File: config.mk
export PLATFORM = sky130hd
export DESIGN_NAME = note_judge
export DESIGN_NICKNAME = d
export VERILOG_FILES = /design/src/rtl/note_judge.sv
export SDC_FILE = /design/constraint.sdc
export NUM_CORES = 1
export LEC_CHECK = 0
export CORE_MARGIN = 10
export CORE_UTILIZATION = 30
export CTS_BUF_LIST = sky130_fd_sc_hd__clkbuf_8
export DETAILED_ROUTE_END_ITERATION = 8
export SLEW_MARGIN = 5
export SYNTH_ARGS = -nofsm -noshare
export SYNTH_HDL_FRONTEND = slang
export SYNTH_SLANG_ARGS = --single-unit
File: constraint.sdc
create_clock -name clk -period 7.7 [get_ports clk]
set_clock_uncertainty 0.15 [all_clocks]
set_input_delay 2.31 -clock clk [delete_from_list [all_inputs] [get_ports clk]]
set_output_delay 2.31 -clock clk [all_outputs]
set_load 0.01 [all_outputs]
File: src/rtl/note_judge.sv
// note_judge: per-lane hit/miss judge for the falling-note piano game.
// Key levels are synchronised and turned into one-cycle press edges. Each of
// the three lanes runs a small FSM that judges one block per pass through the
// hit window. It emits a stretched add or wrong pulse, followed by a quiet gap,
// so the downstream controller always sees a clean rising edge.
module note_judge #(
  parameter int KEYS      = 16,
  parameter int Y_W       = 10,
  parameter int HIT_TOP   = 400,
  parameter int HIT_BOT   = 440,
  parameter int PULSE_LEN = 4
) (
  input  logic           clk,
  input  logic           rst,
  input  logic           ena,
  input  logic [2:0]     ena_block,
  input  logic [15:0]    keys,
  input  logic [Y_W-1:0] block_y0,
  input  logic [Y_W-1:0] block_y1,
  input  logic [Y_W-1:0] block_y2,
  input  logic [3:0]     block_key0,
  input  logic [3:0]     block_key1,
  input  logic [3:0]     block_key2,
  output logic [2:0]     add,
  output logic [2:0]     wrong,
  output logic [3:0]     down_target0,
  output logic [3:0]     down_target1,
  output logic [3:0]     down_target2
);

  localparam int          LANES   = 3;
  localparam logic [7:0]  PL_LAST = 8'(PULSE_LEN - 1);
  localparam logic [Y_W-1:0] Y_TOP = Y_W'(HIT_TOP);
  localparam logic [Y_W-1:0] Y_BOT = Y_W'(HIT_BOT);

  typedef enum logic [2:0] {
    S_IDLE,
    S_WINDOW,
    S_HIT,
    S_WRONG,
    S_GAP,
    S_DONE
  } state_t;

  // Key path registers: two synchroniser flops, a delayed copy, and the edge.
  logic [KEYS-1:0] sync1_q;
  logic [KEYS-1:0] sync2_q;
  logic [KEYS-1:0] prev_q;
  logic [KEYS-1:0] edge_q;

  // Per-lane state.
  state_t     st_q  [LANES];
  state_t     st_d  [LANES];
  logic [7:0] cnt_q [LANES];
  logic [7:0] cnt_d [LANES];
  logic [3:0] bk_q  [LANES];
  logic [3:0] bk_d  [LANES];
  logic [3:0] dt_q  [LANES];
  logic [3:0] dt_d  [LANES];
  logic [2:0] add_q;
  logic [2:0] add_d;
  logic [2:0] wrong_q;
  logic [2:0] wrong_d;

  // Lane inputs gathered into arrays so the lane logic can be written once.
  logic [Y_W-1:0]  y_in    [LANES];
  logic [3:0]      key_in  [LANES];
  logic [LANES-1:0] in_win;
  logic [LANES-1:0] past_win;
  logic [LANES-1:0] above_win;
  logic [KEYS-1:0] excl    [LANES];
  logic [KEYS-1:0] cand    [LANES];
  logic [3:0]      cand_lo [LANES];

  assign y_in[0]   = block_y0;
  assign y_in[1]   = block_y1;
  assign y_in[2]   = block_y2;
  assign key_in[0] = block_key0;
  assign key_in[1] = block_key1;
  assign key_in[2] = block_key2;

  // ---- stage p0 -> p1: key synchroniser and press-edge detection ----
  // Synchronise the asynchronous key levels and register a one-cycle press edge.
  always_ff @(posedge clk) begin
    if (!rst) begin
      sync1_q <= '0;
      sync2_q <= '0;
      prev_q  <= '0;
      edge_q  <= '0;
    end else begin
      sync1_q <= keys;
      sync2_q <= sync1_q;
      prev_q  <= sync2_q;
      edge_q  <= sync2_q & ~prev_q;
    end
  end

  // Y window comparisons (unsigned) for every lane.
  always_comb begin
    in_win    = '0;
    past_win  = '0;
    above_win = '0;
    for (int i = 0; i < LANES; i++) begin
      in_win[i]    = (y_in[i] >= Y_TOP) && (y_in[i] <= Y_BOT);
      past_win[i]  = (y_in[i] > Y_BOT);
      above_win[i] = (y_in[i] < Y_TOP);
    end
  end

  // Wrong-key candidates: presses other than our own target, excluding keys
  // that another lane currently in WINDOW is waiting for; pick the lowest.
  always_comb begin
    for (int i = 0; i < LANES; i++) begin
      excl[i]    = '0;
      cand[i]    = '0;
      cand_lo[i] = '0;
    end
    for (int i = 0; i < LANES; i++) begin
      for (int j = 0; j < LANES; j++) begin
        if (j != i && st_q[j] == S_WINDOW) begin
          excl[i][bk_q[j]] = 1'b1;
        end
      end
      excl[i][bk_q[i]] = 1'b1;
      cand[i] = edge_q & ~excl[i];
      for (int k = KEYS - 1; k >= 0; k--) begin
        if (cand[i][k]) begin
          cand_lo[i] = 4'(k);
        end
      end
    end
  end

  // ---- stage p1 -> p2: lane judgement FSMs ----
  // Next-state and pulse logic for each lane.
  always_comb begin
    add_d   = '0;
    wrong_d = '0;
    for (int i = 0; i < LANES; i++) begin
      st_d[i]  = st_q[i];
      cnt_d[i] = cnt_q[i];
      bk_d[i]  = bk_q[i];
      dt_d[i]  = dt_q[i];
      if (!(ena && ena_block[i])) begin
        // Disabled lane drops any pulse immediately but keeps its last target.
        st_d[i]  = S_IDLE;
        cnt_d[i] = '0;
      end else begin
        unique case (st_q[i])
          S_IDLE: begin
            if (in_win[i]) begin
              st_d[i] = S_WINDOW;
              bk_d[i] = key_in[i];
            end
          end
          S_WINDOW: begin
            if (edge_q[bk_q[i]]) begin
              st_d[i]  = S_HIT;
              dt_d[i]  = bk_q[i];
              cnt_d[i] = '0;
              add_d[i] = 1'b1;
            end else if (|cand[i]) begin
              st_d[i]    = S_WRONG;
              dt_d[i]    = cand_lo[i];
              cnt_d[i]   = '0;
              wrong_d[i] = 1'b1;
            end else if (past_win[i]) begin
              st_d[i]    = S_WRONG;
              dt_d[i]    = bk_q[i];
              cnt_d[i]   = '0;
              wrong_d[i] = 1'b1;
            end
          end
          S_HIT: begin
            if (cnt_q[i] == PL_LAST) begin
              st_d[i]  = S_GAP;
              cnt_d[i] = '0;
            end else begin
              cnt_d[i] = cnt_q[i] + 8'd1;
              add_d[i] = 1'b1;
            end
          end
          S_WRONG: begin
            if (cnt_q[i] == PL_LAST) begin
              st_d[i]  = S_GAP;
              cnt_d[i] = '0;
            end else begin
              cnt_d[i]   = cnt_q[i] + 8'd1;
              wrong_d[i] = 1'b1;
            end
          end
          S_GAP: begin
            if (cnt_q[i] == PL_LAST) begin
              st_d[i]  = S_DONE;
              cnt_d[i] = '0;
            end else begin
              cnt_d[i] = cnt_q[i] + 8'd1;
            end
          end
          S_DONE: begin
            // Wait for the block to respawn above the window.
            if (above_win[i]) begin
              st_d[i] = S_IDLE;
            end
          end
          default: begin
            st_d[i]  = S_IDLE;
            cnt_d[i] = '0;
          end
        endcase
      end
    end
  end

  // Lane state, counters, latched targets and registered output pulses.
  always_ff @(posedge clk) begin
    if (!rst) begin
      for (int i = 0; i < LANES; i++) begin
        st_q[i]  <= S_IDLE;
        cnt_q[i] <= '0;
        bk_q[i]  <= '0;
        dt_q[i]  <= '0;
      end
      add_q   <= '0;
      wrong_q <= '0;
    end else begin
      for (int i = 0; i < LANES; i++) begin
        st_q[i]  <= st_d[i];
        cnt_q[i] <= cnt_d[i];
        bk_q[i]  <= bk_d[i];
        dt_q[i]  <= dt_d[i];
      end
      add_q   <= add_d;
      wrong_q <= wrong_d;
    end
  end

  assign add          = add_q;
  assign wrong        = wrong_q;
  assign down_target0 = dt_q[0];
  assign down_target1 = dt_q[1];
  assign down_target2 = dt_q[2];

endmodule

==> results of run 1 <==
==> placed cells by master (no fill, tap or decap), types with 5 or more instances in the layout <==
cell type        Yosys  layout
a211o_1              5       5
a211oi_1             5       5
a21boi_0            12      12
a21oi_1             30      30
a31oi_1              9       9
and2_1              60      60
and3_1              10      10
clkbuf_8             0      17
clkdlybuf4s50_1      0      80
dfxtp_1            127     127
inv_1               13      15
mux2i_1             16      16
mux4_2              15      15
nand2_1             43      43
nand2b_1            28      28
nand3_1             21      21
nand3b_1             7       7
nand4_1              9       9
nand4b_1             7       7
nor2_1              61      61
nor2b_1             36      36
nor3_1              52      52
nor4_1               7       7
o211ai_1             5       5
o21a_1               6       6
o21ai_0             41      41
o22ai_1             10      10
o31ai_1             15      15
or2_2                6       6
or3_1               22      22
or4_1                6       6
==> power by group through the flow <==
stage          Clock [mW]  Sequential [mW]  Combinational [mW]
2_1_floorplan           0            0.690              0.0984
3_3_place_gp            0            0.699               0.151
3_5_place_dp            0            0.699               0.152
4_1_cts             0.644            0.684               0.152
5_1_grt             0.673            0.686               0.167
6_report            0.620            0.684               0.152
==> per-stage QoR <==
stage          utilization  setup WS, ns  cells
6_report             0.368          2.60   1225
5_1_grt              0.368          2.41   1225
4_1_cts              0.368          2.61   1225
3_5_place_dp         0.350          2.11   1193
3_3_place_gp         0.350          2.20   1193
2_1_floorplan            -          3.21    841
==> kinds of logic (layout without fill, tap and decap cells) <==
kind of cell,count (synthesis),after routing,share of synthesized area
buf+inv,64,129,0.0379
fa+ha+maj,3,3,0.00517
compound gates,192,192,0.187
xor+xnor,3,3,0.00362
simple gates,419,419,0.344
flops,127,127,0.350
mux,33,33,0.0722
==> per-layer routing <==
| metal | vias to the layer above | global-route usage | wire [um] |
|---|---|---|---|
| met2 | 246 | 0.212 | 9610 |
| met4 | 0 | 0.0738 | 792 |
| met1 | 3166 | 0.176 | 9420 |
| li1 | 3232 | - | - |
| met3 | 55 | 0.0350 | 1460 |
| met5 | - | 0 | 0 |
==> layout make-up <==
type                       instances  area (um^2)
fill                            2446        14900
multi-input combinational        650         4450
sequential                       127         2540
timing repair buffer              84          828
tap                              319          399
clock buffer                      17          234
clock inverter                    15          185
inverter                          13         48.8
==> critical path: stages <==
cell and delay (ns):
clkdlybuf4s50_1 0.39, or3_1 0.36, a41o_1 0.24, a31o_2 0.28, or4_1 0.39, o21ai_1 0.72
o21bai_1 0.37, o21ba_1 0.30
==> registers in the layout, summed over array words and instances (netlist names) <==
name / flops
wrong: 3
dt_q: 12
cnt_q: 24
prev_q: 16
sync1_q: 16
edge_q: 16
sync2_q: 16
st_q: 9
bk_q: 12
add: 3
==> final timing paths <==
path                                   from           end  slack (ns)  depth (start not counted)
worst max-delay path            block_y1[1]  cnt_q[0][11]        2.60                          8
worst min-delay path             prev_q[10]    edge_q[10]        0.22                          1
worst max register to register   st_q[0][0]  cnt_q[0][11]        3.37                          8
worst min register to register   prev_q[10]    edge_q[10]        0.22                          1
==> qor.tcl, run 1 <==
set qor(post_synth.cell_area_avg_um2) 8.64
set qor(power_density_mw_per_mm2) 168
set qor(setup.worst_path.end_class) {register}
set qor(route.detailed.drc) 0
set qor(i_o_pin_cnt) 82
set qor(synth.yosys.seq_area_share) 0.350
set qor(layout.cell_area.non_filler_mm2) 0.00868
set qor(diodes_inserted) 0
set qor(setup-tns-final_ns) 0
set qor(internal_portion_of_total_power_mw) 1.07
set qor(report.final.hold_viol_count) 0
set qor(cts_hold_buffers) 0
set qor(clock_pin_slew_worst_setup_and_hold_paths_ns) 0.09
set qor(die-width_um) 176
set qor(setup_viol_count_final) 0
set qor(timing.critical_path.arrival_ns) 5.35
set qor(area_share_of_the_largest_cell_type_after_synthesis) 0.350
set qor(wl_per_cell_um) 17.4
set qor(dpl.hpwl_mm) 15.5
set qor(startpoint_type) {input pin}
set qor(tritoncts_num_sinks) 127
set qor(finalNetCount) 960
set qor(async_reset_ff_frac) 0
set qor(placedInstanceArea_mm2) 0.00826
set qor(power_leakage_nw) 2.95
set qor(synth_enable_flop_cells) 0
set qor(die-height_um) 176
set qor(final_layout_size_suffix_gt1_frac) 0.0971
set qor(worst_ir_drop_vdd_v) 0.000115
set qor(max_cap_viol_count) 0
set qor(postRouteWirelength_mm) 21.3
set qor(netlist.top_cell.by_area) {dfxtp_1}
set qor(cts_max_level) 4
set qor(core_region_area_mm2) 0.0236
set qor(timing.final.crit_period_ns) 5.10
set qor(cts.path.max_buffers) 2
set qor(timing.critical_path.required_ns) 7.95
set qor(ys.warnings.count) 0
set qor(synth.area.top_cells) {dfxtp_1 35%, and2_1 5.2%, mux4_2 4.7%}
set qor(vias_per_cell) 5.47
set qor(place.gp.congestion) 0.916
set qor(cts-resized-gates) 0
set qor(fmax_mhz) 196
set qor(relSlewSlack) 0.133
set qor(critPathKind) {in2reg}
set qor(global_route.usage.total) 0.139
set qor(grt_start_max_net_pins) 80
set qor(grt.overflow.total) 0
set qor(detail_route.iter0.violations) 477
set qor(clk_latency_ns) 0.46
set qor(drv_slew) 0
set qor(design_power_total_mw) 1.46
set qor(ant_nets) 0
set qor(hold_class) {reg2reg}
set qor(fp-row-count) 56
set qor(first_global_vias) 6445
set qor(synthesis.instances) 841
set qor(summed_instance_area_of_the_synthesized_netlist_mm2) 0.00726
set qor(tritoncts) {done}
set qor(numCtsBuffers) 17
set qor(hold-worst-slack_ns) 0.224
set qor(clock_tree.root_cell) {clkbuf_8}
set qor(setup_repair_after_global_routing_missed_its_margin) {false}
set qor(critical_path.max_fanout) 15
set qor(via_count) 6699
set qor(firstDrtPassIters) 5
set qor(antenna_violations_before_repair) 0
set qor(first_pass_grt_wire_length_mm) 34.5
set qor(postSynth.topFlopCell) {dfxtp_1}
set qor(status) {finished, final reports clean}
set qor(power.share.clock) 0.426
set qor(design.die.area_mm2) 0.0308
set qor(psw_mw) 0.383
set qor(floorplan.initialDensity) 0.308
set qor(seq_power_share) 0.470
set qor(power.share.combinational) 0.104
set qor(yosysMostFrequentCell) {dfxtp_1}
set qor(cts.repair_timing.setup_buffer_count) 0
set qor(worst_pin_slew_ns) 1.30
set qor(portBuffers) 81
set qor(layout_worst_path_cycle_share) 0.663
set qor(layout-area-overhead-vs-synth_pct) 19.6
set qor(ys_ff_latch) 127
set qor(switching_share) 0.263
set qor(netlist-cell-type-count) 88
set qor(post_synth_most_frequent_cells) {127 x dfxtp_1, 61 x nor2_1, 60 x and2_1, 52 x nor3_1, 43 x nand2_1}
set qor(postSynthNetCount) 908
(Power assumes the default switching activity.)
==> run 2, diff against run 1 <==
- clock period: 7.7 -> 4.7 ns (I/O delays scaled with it)
==> qor.tcl, run 2 (synthesis gave the netlist of run 1 again) <==
set qor(timing.critical_path.arrival_ns) 4.04
set qor(detail_route.iter0.violations) 615
set qor(numCtsBuffers) 17
set qor(grt_start_max_net_pins) 79
set qor(tritoncts) {done}
set qor(report.final.hold_viol_count) 0
set qor(diodes_inserted) 0
set qor(power_leakage_nw) 2.96
set qor(cts.path.max_buffers) 2
set qor(mostFrequentLayoutCell) {dfxtp_1}
set qor(power.share.combinational) 0.108
set qor(ant_nets) 0
set qor(via_count) 6544
set qor(design.die.area_mm2) 0.0308
set qor(switching_share) 0.291
set qor(vias_per_cell) 5.32
set qor(setup_repair_after_global_routing_missed_its_margin) {false}
set qor(die-height_um) 176
set qor(drv_slew) 0
set qor(minimum_setup_slack_in_the_final_design_ns) 0.857
set qor(cts-resized-gates) 0
set qor(fp-row-count) 56
set qor(first_global_vias) 6132
set qor(dpl.hpwl_mm) 14.9
set qor(finalNetCount) 966
set qor(worst_ir_drop_vdd_v) 0.000169
set qor(tritoncts_num_sinks) 127
set qor(grt.overflow.total) 0
set qor(pre_cts_slack_ns) 0.590
set qor(timing.critical_path.required_ns) 4.90
set qor(layout_worst_path_cycle_share) 0.818
set qor(final_layout_size_suffix_gt1_frac) 0.105
set qor(critical_path.max_fanout) 15
set qor(route.detailed.drc) 0
set qor(clock_pin_slew_worst_setup_and_hold_paths_ns) 0.10
set qor(cts.repair_timing.setup_buffer_count) 0
set qor(layout-area-overhead-vs-synth_pct) 19.8
set qor(i_o_pin_cnt) 82
set qor(status) {finished, final reports clean}
set qor(seq_power_share) 0.485
set qor(antenna_violations_before_repair) 0
set qor(firstDrtPassIters) 6
set qor(power_density_mw_per_mm2) 265
set qor(cts_max_level) 4
set qor(psw_mw) 0.670
set qor(relSlewSlack) 0.275
set qor(internal_portion_of_total_power_mw) 1.64
set qor(startpoint_type) {register}
set qor(place.gp.congestion) 0.995
set qor(global_route.usage.total) 0.128
set qor(clk_latency_ns) 0.46
set qor(core_region_area_mm2) 0.0236
set qor(max_cap_viol_count) 0
set qor(critPathKind) {reg2reg}
set qor(setup_viol_count_final) 0
set qor(setup.worst_path.end_class) {register}
set qor(cts_hold_buffers) 0
set qor(fmax_mhz) 260
set qor(worst_pin_slew_ns) 1.09
set qor(die-width_um) 176
set qor(register_with_the_most_flip_flops) {cnt_q}
set qor(floorplan.initialDensity) 0.308
set qor(most-common-layout-cells) {127 x dfxtp_1, 80 x clkdlybuf4s50_1, 61 x nor2_1, 60 x and2_1, 52 x nor3_1}
set qor(wl_per_cell_um) 16.3
set qor(largest_register_ffs) 24
set qor(design_power_total_mw) 2.31
set qor(layout_cells_excl_fill) 1231
set qor(clock_tree.root_cell) {clkbuf_8}
set qor(portBuffers) 81
set qor(dp_cells) 1199
set qor(postRouteWirelength_mm) 20.1
set qor(power.share.clock) 0.407
set qor(timing.final.crit_period_ns) 3.84
set qor(hold_class) {reg2reg}
set qor(setup-tns-final_ns) 0
set qor(first_pass_grt_wire_length_mm) 32.2
[run 2: changes by cell type in the layout (fill, tap and decap cells not counted)]
cell,change
buf_4,+6
bufinv_16,-3
clkbuf_8,+1
clkinv_8,+1
clkinvlp_4,-1
inv_1,-2
inv_8,+4
[run 2: area by class of cell]
class,instances,area [um^2]
clock buffer,18,248
multi-input combinational,650,4450
tap,319,399
sequential,127,2540
clock inverter,14,141
inverter,13,48.8
timing repair buffer,90,873
fill,2464,14900
[run 2: metal layers]
layer / GRT usage / part of all wire / vias to the layer above
met4: 0.0509 / 0.032 / 0
met2: 0.200 / 0.45 / 233
met5: 0 / 0 / -
met3: 0.0360 / 0.069 / 49
li1: - / - / 3239
met1: 0.163 / 0.44 / 3023
[run 2: final timing paths]
check / startpoint / endpoint / slack [ns] / cells after the start
hold reg to reg: prev_q[11] / edge_q[11] / 0.21 / 1
setup reg to reg: st_q[0][0] / dt_q[0][4] / 0.86 / 8
setup / recovery: st_q[0][0] / dt_q[0][4] / 0.86 / 8
hold / removal: prev_q[11] / edge_q[11] / 0.21 / 1
[run 2: worst max-delay path: stages, from the launching register on]
cell and delay [ns]:
dfxtp_1 0.53, or3b_1 0.65, o21ai_0 0.75, nor3_1 0.17
nor3b_2 0.27, nand4b_1 0.31, o31ai_2 0.58, a311oi_1 0.12
o21a_1 0.21
[run 2: power by group through the flow]
stage               clock network [mW]  logic [mW]  registers (mW)
CTS                              0.969       0.250            1.12
finish                           0.940       0.249            1.12
detailed placement                   0       0.249            1.14
global route                      1.02       0.275            1.12
floorplan                            0       0.161            1.13
global placement                     0       0.248            1.14
[run 2: stage by stage]
step                      instance area (um^2)  hold WS, ns   util
after detailed placement                  8310        0.222  0.352
after CTS                                 8700        0.212  0.368
after global routing                      8700        0.227  0.368
after floorplan                           7260        0.217      -
final                                     8700        0.209  0.368
after global placement                    8310        0.221  0.352
